`src/rtl/seq_pkg.sv`:
```
// seq_pkg: shared defaults and helpers (length clamp, low-bit compare mask) for the sequence detector
package seq_pkg;
  localparam int SEQ_MAX_LEN = 8;
  localparam int SEQ_CNT_W = 8;
  function automatic int clamp_len(input int pat_len, input int max_len);
    return pat_len > max_len ? max_len : pat_len;
  endfunction
  function automatic logic [63:0] len_mask(input int l);
    return l >= 64 ? '1 : (64'd1 << l) - 64'd1;
  endfunction
endpackage

```
`src/rtl/seq_hist_shift.sv`:
```
// seq_hist_shift: bit history + fill counter; ports clk/rst, shift (valid bit), restart (drop history on shift), clear, in -> next, fill_next
module seq_hist_shift import seq_pkg::*; #(
  parameter int MAX_LEN = SEQ_MAX_LEN,
  parameter int FILL_W = $clog2(MAX_LEN + 1)
) (
  input  logic               clk,
  input  logic               rst,
  input  logic               shift,
  input  logic               restart,
  input  logic               clear,
  input  logic               in,
  output logic [MAX_LEN-1:0] next,
  output logic [FILL_W-1:0]  fill_next
);
  logic [MAX_LEN-1:0] hist;
  logic [FILL_W-1:0] fill;
  assign next = {hist[MAX_LEN-2:0], in};
  assign fill_next = fill == FILL_W'(MAX_LEN) ? fill : fill + FILL_W'(1);
  always_ff @(posedge clk or posedge rst)
    if (rst) begin
      hist <= '0;
      fill <= '0;
    end else if (clear || (shift && restart)) begin
      hist <= '0;
      fill <= '0;
    end else if (shift) begin
      hist <= next;
      fill <= fill_next;
    end
endmodule

```
`src/rtl/seq_detect_param.sv`:
```
// seq_detect_param: programmable serial pattern detector; ports clk/rst, in_valid/in stream, pat/pat_len/overlap config, clear -> out pulse, match_cnt, cnt_sat
module seq_detect_param import seq_pkg::*; #(
  parameter int MAX_LEN = SEQ_MAX_LEN,
  parameter int CNT_W = SEQ_CNT_W,
  localparam int LEN_W = $clog2(MAX_LEN) + 1
) (
  input  logic               clk,
  input  logic               rst,
  input  logic               in_valid,
  input  logic               in,
  input  logic [MAX_LEN-1:0] pat,
  input  logic [LEN_W-1:0]   pat_len,
  input  logic               overlap,
  input  logic               clear,
  output logic               out,
  output logic [CNT_W-1:0]   match_cnt,
  output logic               cnt_sat
);
  localparam int FILL_W = $clog2(MAX_LEN + 1);
  logic [MAX_LEN-1:0] next;
  logic [MAX_LEN-1:0] mask;
  logic [FILL_W-1:0] fill_next;
  int l;
  logic hit;
  assign l = clamp_len(int'(pat_len), MAX_LEN);
  assign mask = MAX_LEN'(len_mask(l));
  assign hit = in_valid && !clear && l >= 1 && int'(fill_next) >= l && ((next ^ pat) & mask) == '0;
  assign cnt_sat = &match_cnt;
  seq_hist_shift #(.MAX_LEN(MAX_LEN), .FILL_W(FILL_W)) u_hist (
    .clk(clk),
    .rst(rst),
    .shift(in_valid && !clear),
    .restart(hit && !overlap),
    .clear(clear),
    .in(in),
    .next(next),
    .fill_next(fill_next)
  );
  always_ff @(posedge clk or posedge rst)
    if (rst) begin
      out <= 1'b0;
      match_cnt <= '0;
    end else begin
      out <= hit;
      match_cnt <= clear ? '0 : (hit && !cnt_sat) ? match_cnt + CNT_W'(1) : match_cnt;
    end
endmodule

```
`config.mk`:
```
export PLATFORM = sky130hd
export DESIGN_NAME = seq_detect_param
export DESIGN_NICKNAME = d
export VERILOG_FILES = /design/src/rtl/seq_pkg.sv /design/src/rtl/seq_hist_shift.sv /design/src/rtl/seq_detect_param.sv
export SDC_FILE = /design/constraint.sdc
export NUM_CORES = 1
export LEC_CHECK = 0
export BUFFER_PORTS_ARGS = -buffer_cell sky130_fd_sc_hd__buf_4
export CORE_MARGIN = 5
export CORE_UTILIZATION = 30
export DETAILED_ROUTE_END_ITERATION = 16
export HOLD_SLACK_MARGIN = 0.15
export PLACE_DENSITY = 0.53
export SLEW_MARGIN = 20
export SYNTH_ARGS = -nofsm -noshare
export SYNTH_HDL_FRONTEND = slang
export SYNTH_SLANG_ARGS = --single-unit
export TNS_END_PERCENT = 30
```
`constraint.sdc`:
```
create_clock -name clk -period 7 [get_ports clk]
set_clock_uncertainty 0.15 [all_clocks]
set_input_delay 0 -clock clk [delete_from_list [all_inputs] [get_ports clk]]
set_output_delay 0 -clock clk [all_outputs]
set_load 0.005 [all_outputs]
```
==> impl_results.md, run 1 <==
- Clk buf depth: 2
- Initial Util: 0.308
- Synth cell count leaders: dfrtp_1, nor2_1, a22o_1
- Core Box Area: 4320 um2
- Die Wd: 76.6 um
- Top-count cell post-synth: dfrtp_1
- IO Port Bufs: 27
- Reg2Reg Depth: 12
- Unrepaired setup endpoints after global routing: false
- Nets: 197
- Async SR Flop Fraction: 1.00
- Congestion Overflow GR: 0
- Worst slew pin tran: 0.812 ns
- Final period utilization: 0.482
- Worst r2r src: u_hist.fill[0]$_DFFE_PP0P_
- Syn Area/Cell: 9.93 um2
- Setup crit start kind: flip-flop
- Largest net degree at the start of global routing: 21
- Final setup viols: 0
- Die Height: 76.6 um
- Drt drc: 0
- Die area: 5870 um2
- Finished Core Util: 0.399
- Required time worst endpoint: 7.05 ns
- Final Hold Vio Count: 0
- Initial drt markers: 47
- TritonCTS Sinks: 20
- Synth cell types: 36
- Max VDD drop: 91.9 uV
- Setup_tns: 0 ns
- Worst-Skew Late Latency: 0.26 ns
- Vias: 1125
- Post-Synthesis Cells: 134
- Max-cap violations: 0
- Non-filler cells, final: 222
- Ant. Diodes: 0
- Vias in the first global route: 1133
- Tot GR Track Use: 0.109
- HP Class: input port to flip-flop
- Dpl hpwl: 2.41 mm
- Hold path depth: 5
- R2r setup slk: 3.62 ns
- Synth area leader: dfrtp_1
- Setup bufs post-CTS: 0
- Setup crit start: u_hist.fill[0]$_DFFE_PP0P_
- Yosys warns: 0
- H-tree levels: 1
- Synth top area cells: dfrtp_1, ha_1, a22o_1
- WL final: 3.12 mm
- Kind of end point of the critical path: flip-flop
- Gp weighted congestion: 0.815
- Power per cell area: 161 nW/um2
- Root buf cell: clkbuf_8
- Top cell type's share of synthesized area: 0.376
- Worst-path clk slew: 0.08 ns
- Netlist Area Pre-Place: 1330 um2
- Worst r2r dst: u_hist.hist[0]$_DFFE_PP0P_
- Area grow syn2layout: 29.6%
- TritonCTS clock tree: built
- Num CTS Buffers: 3
- Antenna violations before repair: 0
- Worst setup path category: flip-flop to flip-flop
- Number of synthesized register bits: 20
- Hold worst-path end: match_cnt[3]$_DFFE_PP0P_
- Net count after synthesis: 160
- Post-synth EDFFs: 0
- DR WL/cell: 14.1 um
- CP Data Arrival Time: 3.43 ns
- Synth Flop Type: dfrtp_1
- Placed cells: 211
- Core Rows: 24
- Global-route wire length before repair: 5.33 mm
- Via-per-instance ratio: 5.07
- Tot Pwr: 0.277 mW
- Tmin final: 3.38 ns
- Max frequency: 296 MHz
- Highest net fanout along the worst path: 9
- 1st-pass router iterations: 4
- Relative slew slack: 0.458
- Outcome: finished, final reports clean
- # fillers: 431
- Ports: 28
- ANT nets after route: 0
- Leakage Power: 0.819 nW
- Min-delay src: pat_len[2]
- Fin. max-slew vios: 0
- Share of layout cells above drive strength 1: 0.229
- Share of the yosys chip area belonging to registers: 0.376
## how the worst max path moves through the flow
stage,to,depth (start not counted),slack [ns]
after floorplan,match_cnt[6]$_DFFE_PP0P_,12,4.31
after global placement,match_cnt[7]$_DFFE_PP0P_,11,4.15
after detailed placement,match_cnt[7]$_DFFE_PP0P_,11,4.01
after CTS,u_hist.hist[0]$_DFFE_PP0P_,12,3.63
after global routing,u_hist.hist[0]$_DFFE_PP0P_,12,3.37
final,u_hist.hist[0]$_DFFE_PP0P_,12,3.62
## what timing repair did
| item | 4_1_cts | 5_1_grt |
|---|---|---|
| resized for setup | 0 | 0 |
| hold endpoints to repair | 39 | 0 |
| hold buffers | 7 | 0 |
## through the flow
stage	area, um2	setup WS, ns	hold WS [ns]
after floorplan	1330	4.31	-0.186
after global placement	1580	4.15	0.0550
after detailed placement	1580	4.01	0.0714
after CTS	1730	3.63	0.165
after global routing	1730	3.37	0.208
final	1730	3.62	0.169
## cell type report
type,count,area [um2],share of cell area
Timing Repair Buffer,34,273,0.158
Inverter,8,30.0,0.0174
Multi-Input combinational cell,104,786,0.455
Tap cell,52,65.1,0.0377
Clock buffer,3,41.3,0.0239
Clock inverter,1,30.0,0.0174
Sequential cell,20,500,0.290
## layout by cell type, fill, tap and decap left out, types with 4 or more instances in the layout
| cell type | instances |
|---|---|
| inv_1 | 8 |
| nand2_1 | 7 |
| nor2b_1 | 4 |
| o21ai_0 | 7 |
| nor2_1 | 12 |
| nand2b_1 | 5 |
| xnor2_1 | 6 |
| dlygate4sd3_1 | 7 |
| nand3_1 | 8 |
| dfrtp_1 | 20 |
| ha_1 | 8 |
| xor2_1 | 5 |
| a22o_1 | 9 |
| buf_4 | 27 |
## per-layer routing
| layer | vias up | part of all wire | GRT usage |
|---|---|---|---|
| met4 | 0 | 0.020 | 0.0420 |
| li1 | 553 | - | - |
| met3 | 8 | 0.041 | 0.0165 |
| met2 | 34 | 0.47 | 0.180 |
| met5 | - | 0 | 0 |
| met1 | 530 | 0.47 | 0.142 |
## cells by family after synthesis
group | after synthesis | share of synthesized area
flip-flops | 20 | 0.376
multiplexers | 7 | 0.0601
AND/OR/NAND/NOR | 52 | 0.234
AO/OA/AOI/OAI | 26 | 0.148
adder cells (fa/ha/maj) | 8 | 0.0752
buffers and inverters | 10 | 0.0338
XOR/XNOR | 11 | 0.0724
## sequential cells by signal, indices dropped and copies added, names as in the netlist
name         cells
match_cnt        8
u_hist.hist      7
out              1
u_hist.fill      4
## worst max-delay path, cell delays in order (launching register included)
cell	delay (ns)
dfrtp_1	0.44
inv_1	0.11
ha_1	0.17
nand3_1	0.13
xnor2_1	0.16
ha_1	0.28
nand2b_1	0.14
a211oi_1	0.23
o21bai_1	0.12
and4b_1	0.31
a21oi_4	0.34
a22o_1	0.19
dlygate4sd3_1	0.55
## power breakdown
group / switching [mW] / total, mW / internal [mW] / leakage, nW
clock: 0.0414 / 0.118 / 0.0764 / 0.0357
sequential: 0.00186 / 0.119 / 0.117 / 0.277
combinational: 0.0205 / 0.0402 / 0.0197 / 0.507
total: 0.0638 / 0.277 / 0.213 / 0.819
No activity file was read; power rests on OpenSTA's default activity.
==> run 2, diff against run 1 <==
- PLACE_DENSITY: 0.53 -> 0.55
- clock period: 7 -> 3 ns (I/O delays scaled with it)
==> impl_results.md, run 2 (synthesis results as in run 1) <==
- Outcome: finished, final reports clean
- Max reg flops: 8 (unchanged)
- Die Wd: 76.6 um (unchanged)
- Clk buf depth: 2 (unchanged)
- Ports: 28 (unchanged)
- Nets: 198 (+0.51%)
- Most flops, register: match_cnt
- Max-cap violations: 0 (unchanged)
- Leakage Power: 0.825 nW (+0.63%)
- Unrepaired setup endpoints after global routing: false
- Relative slew slack: 0.483 (+0.0253)
- Final Hold Vio Count: 0 (unchanged)
- Num CTS Buffers: 3 (unchanged)
- TritonCTS Sinks: 20 (unchanged)
- Final Hold Slack: 0.182 ns (+0.0129 ns)
- Core Box Area: 4320 um2 (unchanged)
- Crit-path max cell delay: 0.39 ns (-0.16 ns)
- Sw frac: 0.231 (+0.000690)
- Worst-path clk slew: 0.08 ns (about the same)
- Clk network pwr share: 0.423 (-0.002)
- Largest net degree at the start of global routing: 21 (unchanged)
- Ant. Diodes: 0 (unchanged)
- Required time worst endpoint: 3.00 ns (-4.05 ns)
- IO Port Bufs: 27 (unchanged)
- ANT nets after route: 0 (unchanged)
- Congestion Overflow GR: 0 (unchanged)
- Most common cell on crit path: ha_1
- Max VDD drop: 285 uV (+210%)
- Initial drt markers: 50 (+6.4%)
- HP Class: input port to flip-flop
- Cell Chain, Critical Path: inv_1 -> ha_1 -> nand3_1 -> xnor2_1 -> ha_1 -> nand2b_1 -> a211oi_2 -> o21bai_1 -> and4b_2 -> nor4bb_2 -> mux2_1
- Crit path max-delay cell type: dfrtp_1
- Gp weighted congestion: 0.875 (+7.3%)
- Largest delay share family, worst path: simple AND/OR/NAND/NOR gates
- CP Data Arrival Time: 2.81 ns (-0.62 ns)
- TritonCTS clock tree: built
- H-tree levels: 1 (unchanged)
- Core Rows: 24 (unchanged)
- Vias: 1116 (-0.80%)
- Vias in the first global route: 1115 (-1.6%)
- Combinational share of power: 0.153 (+0.008)
- Worst setup path category: flip-flop to flip-flop
- Initial Util: 0.308 (unchanged)
- Highest net fanout along the worst path: 9 (unchanged)
- Fin. max-slew vios: 0 (unchanged)
- Finished Core Util: 0.403 (+0.00405)
- DR WL/cell: 13.9 um (-1.2%)
- Worst-Skew Late Latency: 0.26 ns (about the same)
- Power per cell area: 373 nW/um2 (+130%)
- Via-per-instance ratio: 5.00 (-1.2%)
- Share of total power in sequential cells: 0.424 (-0.006)
- Die area: 5870 um2 (unchanged)
- Tot GR Track Use: 0.108 (-0.00144)
- Die Height: 76.6 um (unchanged)
- Drt drc: 0 (unchanged)
- Most common library cell in the layout ignoring fill and taps: buf_4
- Worst r2r src: u_hist.fill[1]$_DFFE_PP0P_
- WL final: 3.10 mm (-0.77%)
- Int Power: 0.501 mW (+130%)
- Root buf cell: clkbuf_8
- Max frequency: 356 MHz (+20%)
- Setup crit start: u_hist.fill[1]$_DFFE_PP0P_
- Min-delay src: pat_len[2]
- Tmin final: 2.81 ns (-0.568 ns)
- Final period utilization: 0.936 (+0.454)
- P_sw: 0.150 mW (+140%)
- Setup crit start kind: flip-flop
- Kind of end point of the critical path: flip-flop
- Antenna violations before repair: 0 (unchanged)
- Setup_tns: 0 ns (unchanged)
- Biggest regs: match_cnt (8), u_hist.hist (7), u_hist.fill (4)
- 1st-pass router iterations: 4 (unchanged)
- Worst slew pin tran: 0.774 ns (-0.0380 ns)
- Crit path buf inv count: 1 (-1)
- Area grow syn2layout: 30.9%
- Final setup viols: 0 (unchanged)
- Share of layout cells above drive strength 1: 0.257 (+0.0279)
- Commonest cells after routing, fill and taps aside: buf_4, dfrtp_1, nor2_1
- Dpl hpwl: 2.47 mm (+2.4%)
- Global-route wire length before repair: 5.22 mm (-2.1%)
-- run 2: worst paths after layout --
path                       slack, ns                         end  depth (start not counted)
setup reg to reg                0.19    match_cnt[7]$_DFFE_PP0P_                         11
hold / removal                  0.18    match_cnt[3]$_DFFE_PP0P_                          5
setup / recovery                0.19    match_cnt[7]$_DFFE_PP0P_                         11
min in group asynchronous       0.29    match_cnt[6]$_DFFE_PP0P_                          3
hold reg to reg                 0.37  u_hist.fill[2]$_DFFE_PP0P_                          1
max in group asynchronous       1.93    match_cnt[2]$_DFFE_PP0P_                          3
-- run 2: layout make-up --
class                   count  area (um2)
fillers                   430        2580
multi-input cells         104         798
flip-flops and latches     20         500
repair buffers             35         278
well taps                  52        65.1
clock buffers               3        41.3
clock inverters             1        30.0
inverters                   8        30.0
-- run 2: worst register-to-register path, cell delays in order (launching register included) --
cell	delay [ns]
dfrtp_1	0.39
inv_1	0.08
ha_1	0.17
nand3_1	0.13
xnor2_1	0.16
ha_1	0.27
nand2b_1	0.11
a211oi_2	0.07
o21bai_1	0.17
and4b_2	0.38
nor4bb_2	0.28
mux2_1	0.34
-- run 2: timing repair --
action,4_1_cts,5_1_grt
endpoints found under the hold margin,39,0
buffers inserted,0,1
endpoints found under the setup margin,0,4
resized for setup,0,3
hold buffers,6,0
-- run 2: power by group through the flow --
stage,logic (mW),registers [mW],clock network (mW)
floorplan,0.0514,0.282,0
global placement,0.0890,0.282,0
detailed placement,0.0915,0.282,0
CTS,0.0972,0.276,0.284
global route,0.112,0.276,0.291
finish,0.0997,0.276,0.275
-- run 2: layer usage --
metal,global-route usage,routed length [um],part of all wire
met5,0,0,0
met4,0.0402,51,0.016
met3,0.0201,69,0.022
met2,0.182,1590,0.51
met1,0.135,1390,0.45
-- run 2: per-stage QoR --
step                total power, mW  setup WS (ns)  cells  area (um2)
floorplan                     0.333          0.306    134        1330
global placement              0.371          0.213    212        1590
detailed placement            0.373         0.0894    212        1590
CTS                           0.658         0.0572    222        1720
global route                  0.679         0.0117    223        1740
finish                        0.651          0.192    223        1740
==> run 3, diff against run 2 <==
- CTS_BUF_LIST: not set -> sky130_fd_sc_hd__clkbuf_16
==> impl_results.md, run 3 (synthesis results as in run 1) <==
- Outcome: finished, final reports clean
- Highest net fanout along the worst path: 9 (unchanged)
- Most common library cell in the layout ignoring fill and taps: buf_4
- TritonCTS clock tree: built
- Nets: 197 (-0.51%)
- Biggest regs: match_cnt (8), u_hist.hist (7), u_hist.fill (4)
- Max reg flops: 8 (unchanged)
- Setup_tns: 0 ns (unchanged)
- Final Hold Vio Count: 0 (unchanged)
- Die Wd: 76.6 um (unchanged)
- Congestion Overflow GR: 0 (unchanged)
- Ant. Diodes: 0 (unchanged)
- Area grow syn2layout: 33.4%
- Final setup viols: 0 (unchanged)
- Worst-Skew Late Latency: 0.26 ns (about the same)
- H-tree levels: 1 (unchanged)
- Drt drc: 0 (unchanged)
- Die area: 5870 um2 (unchanged)
- Power per cell area: 420 nW/um2 (+13%)
- 1st-pass router iterations: 4 (unchanged)
- Worst-path clk slew: 0.06 ns (-0.02 ns)
- Reg2Reg Depth: 11 (unchanged)
- Most flops, register: match_cnt
- Ports: 28 (unchanged)
- Initial drt markers: 51 (+2.0%)
- Final Hold Slack: 0.141 ns (-0.0411 ns)
- Worst setup path category: flip-flop to flip-flop
- Fin. max-slew vios: 0 (unchanged)
- Core Rows: 24 (unchanged)
- Antenna violations before repair: 0 (unchanged)
- PnR worst setup slack: 0.205 ns (+0.0127 ns)
- Min-delay src: pat_len[2]
- Die Height: 76.6 um (unchanged)
- Tot GR Track Use: 0.112 (+0.00395)
- Via-per-instance ratio: 5.02 (+0.36%)
- Gp weighted congestion: 0.875 (unchanged)
- R2r setup slk: 0.21 ns (about the same)
- Finished Core Util: 0.411 (+0.00752)
- IO Port Bufs: 27 (unchanged)
- Place WS: 0.0894 ns (unchanged)
- Num CTS Buffers: 3 (unchanged)
- CP Data Arrival Time: 2.79 ns (-0.02 ns)
- Kind of end point of the critical path: flip-flop
- Leakage Power: 0.833 nW (+1.0%)
- Vias in the first global route: 1114 (-0.090%)
- Root buf cell: clkbuf_16
- Required time worst endpoint: 2.99 ns (about the same)
- ANT nets after route: 0 (unchanged)
- Hold worst-path end: u_hist.fill[3]$_DFFE_PP0P_
- Share of layout cells above drive strength 1: 0.259 (+0.00151)
- Max-cap violations: 0 (unchanged)
- # fillers: 425 (-1.2%)
- Worst r2r dst: match_cnt[6]$_DFFE_PP0P_
- TritonCTS Sinks: 20 (unchanged)
- Tmin final: 2.79 ns (-0.0128 ns)
- DR WL/cell: 14.1 um (+1.8%)
- Dpl hpwl: 2.47 mm (unchanged)
- Core Box Area: 4320 um2 (unchanged)
- Final period utilization: 0.932 (-0.00425)
- Unrepaired setup endpoints after global routing: false
- Relative slew slack: 0.478 (-0.00507)
- Global-route wire length before repair: 5.30 mm (+1.6%)
- Multi-input gate area: 807 um2 (+1.1%)
- Clk buf depth: 2 (unchanged)
- WL final: 3.14 mm (+1.3%)
- Worst slew pin tran: 0.782 ns (+0.00760 ns)
- Commonest cells after routing, fill and taps aside: buf_4, dfrtp_1, nor2_1
- Setup crit start kind: flip-flop
- Max frequency: 358 MHz (+0.46%)
- Setup crit start: u_hist.fill[1]$_DFFE_PP0P_
- Hold path depth: 5 (unchanged)
- FF/Latch Area: 500 um2 (unchanged)
- Vias: 1115 (-0.090%)
- Worst r2r src: u_hist.fill[1]$_DFFE_PP0P_
- HP Class: input port to flip-flop
- Largest net degree at the start of global routing: 21 (unchanged)
- Initial Util: 0.308 (unchanged)
- Max VDD drop: 273 uV (-4.3%)
[run 3: changes by cell type in the layout (fill, tap and decap cells not counted)]
cell           change
clkbuf_16          +3
clkbuf_8           -3
dlygate4sd3_1      -1
nor4bb_2           -1
nor4bb_4           +1
[run 3: how the worst max path moves through the flow]
stage                     depth (start not counted)  slack, ns                       end
final                                            11       0.21  match_cnt[6]$_DFFE_PP0P_
after global routing                             11       0.03  match_cnt[7]$_DFFE_PP0P_
after CTS                                        11       0.06  match_cnt[7]$_DFFE_PP0P_
after detailed placement                         11       0.09  match_cnt[7]$_DFFE_PP0P_
after global placement                           11       0.21  match_cnt[7]$_DFFE_PP0P_
after floorplan                                  12       0.31  match_cnt[6]$_DFFE_PP0P_
[run 3: worst max-delay path, stage by stage, from the launching register on]
cell	delay [ns]
dfrtp_1	0.40
inv_1	0.09
ha_1	0.17
nand3_1	0.13
xnor2_1	0.16
ha_1	0.28
nand2b_1	0.15
a211oi_2	0.21
o21bai_1	0.11
and4b_2	0.31
and4b_4	0.24
mux2_4	0.29
[run 3: layout make-up]
type | count | share of cell area
clock inverters | 1 | 0.0169
multi-input cells | 104 | 0.455
flip-flops and latches | 20 | 0.282
well taps | 52 | 0.0366
clock buffers | 3 | 0.0423
repair buffers | 34 | 0.151
inverters | 8 | 0.0169
[run 3: metal layers]
| layer | share of wire | GRT usage |
|---|---|---|
| met1 | 0.44 | 0.137 |
| met3 | 0.024 | 0.0272 |
| met4 | 0.018 | 0.0490 |
| met2 | 0.52 | 0.184 |
| met5 | 0 | 0 |
[run 3: power breakdown]
group / switching [mW] / internal, mW / leakage, nW
Combinational: 0.0499 / 0.0482 / 0.505
Sequential: 0.00318 / 0.274 / 0.277
Clock: 0.106 / 0.265 / 0.0511
[run 3: stage by stage]
stage / std cells / total power [mW] / cell area [um2]
6_report: 222 / 0.746 / 1780
5_1_grt: 222 / 0.778 / 1780
4_1_cts: 222 / 0.755 / 1760
3_5_place_dp: 212 / 0.373 / 1590
3_3_place_gp: 212 / 0.371 / 1590
2_1_floorplan: 134 / 0.333 / 1330
[run 3: repair_timing]
| action | in CTS | in global routing |
|---|---|---|
| resized for setup | 0 | 4 |
| setup buffers | 0 | 1 |
| endpoints found under the hold margin | 39 | 0 |
| hold buffers | 6 | 0 |
| endpoints found under the setup margin | 0 | 4 |
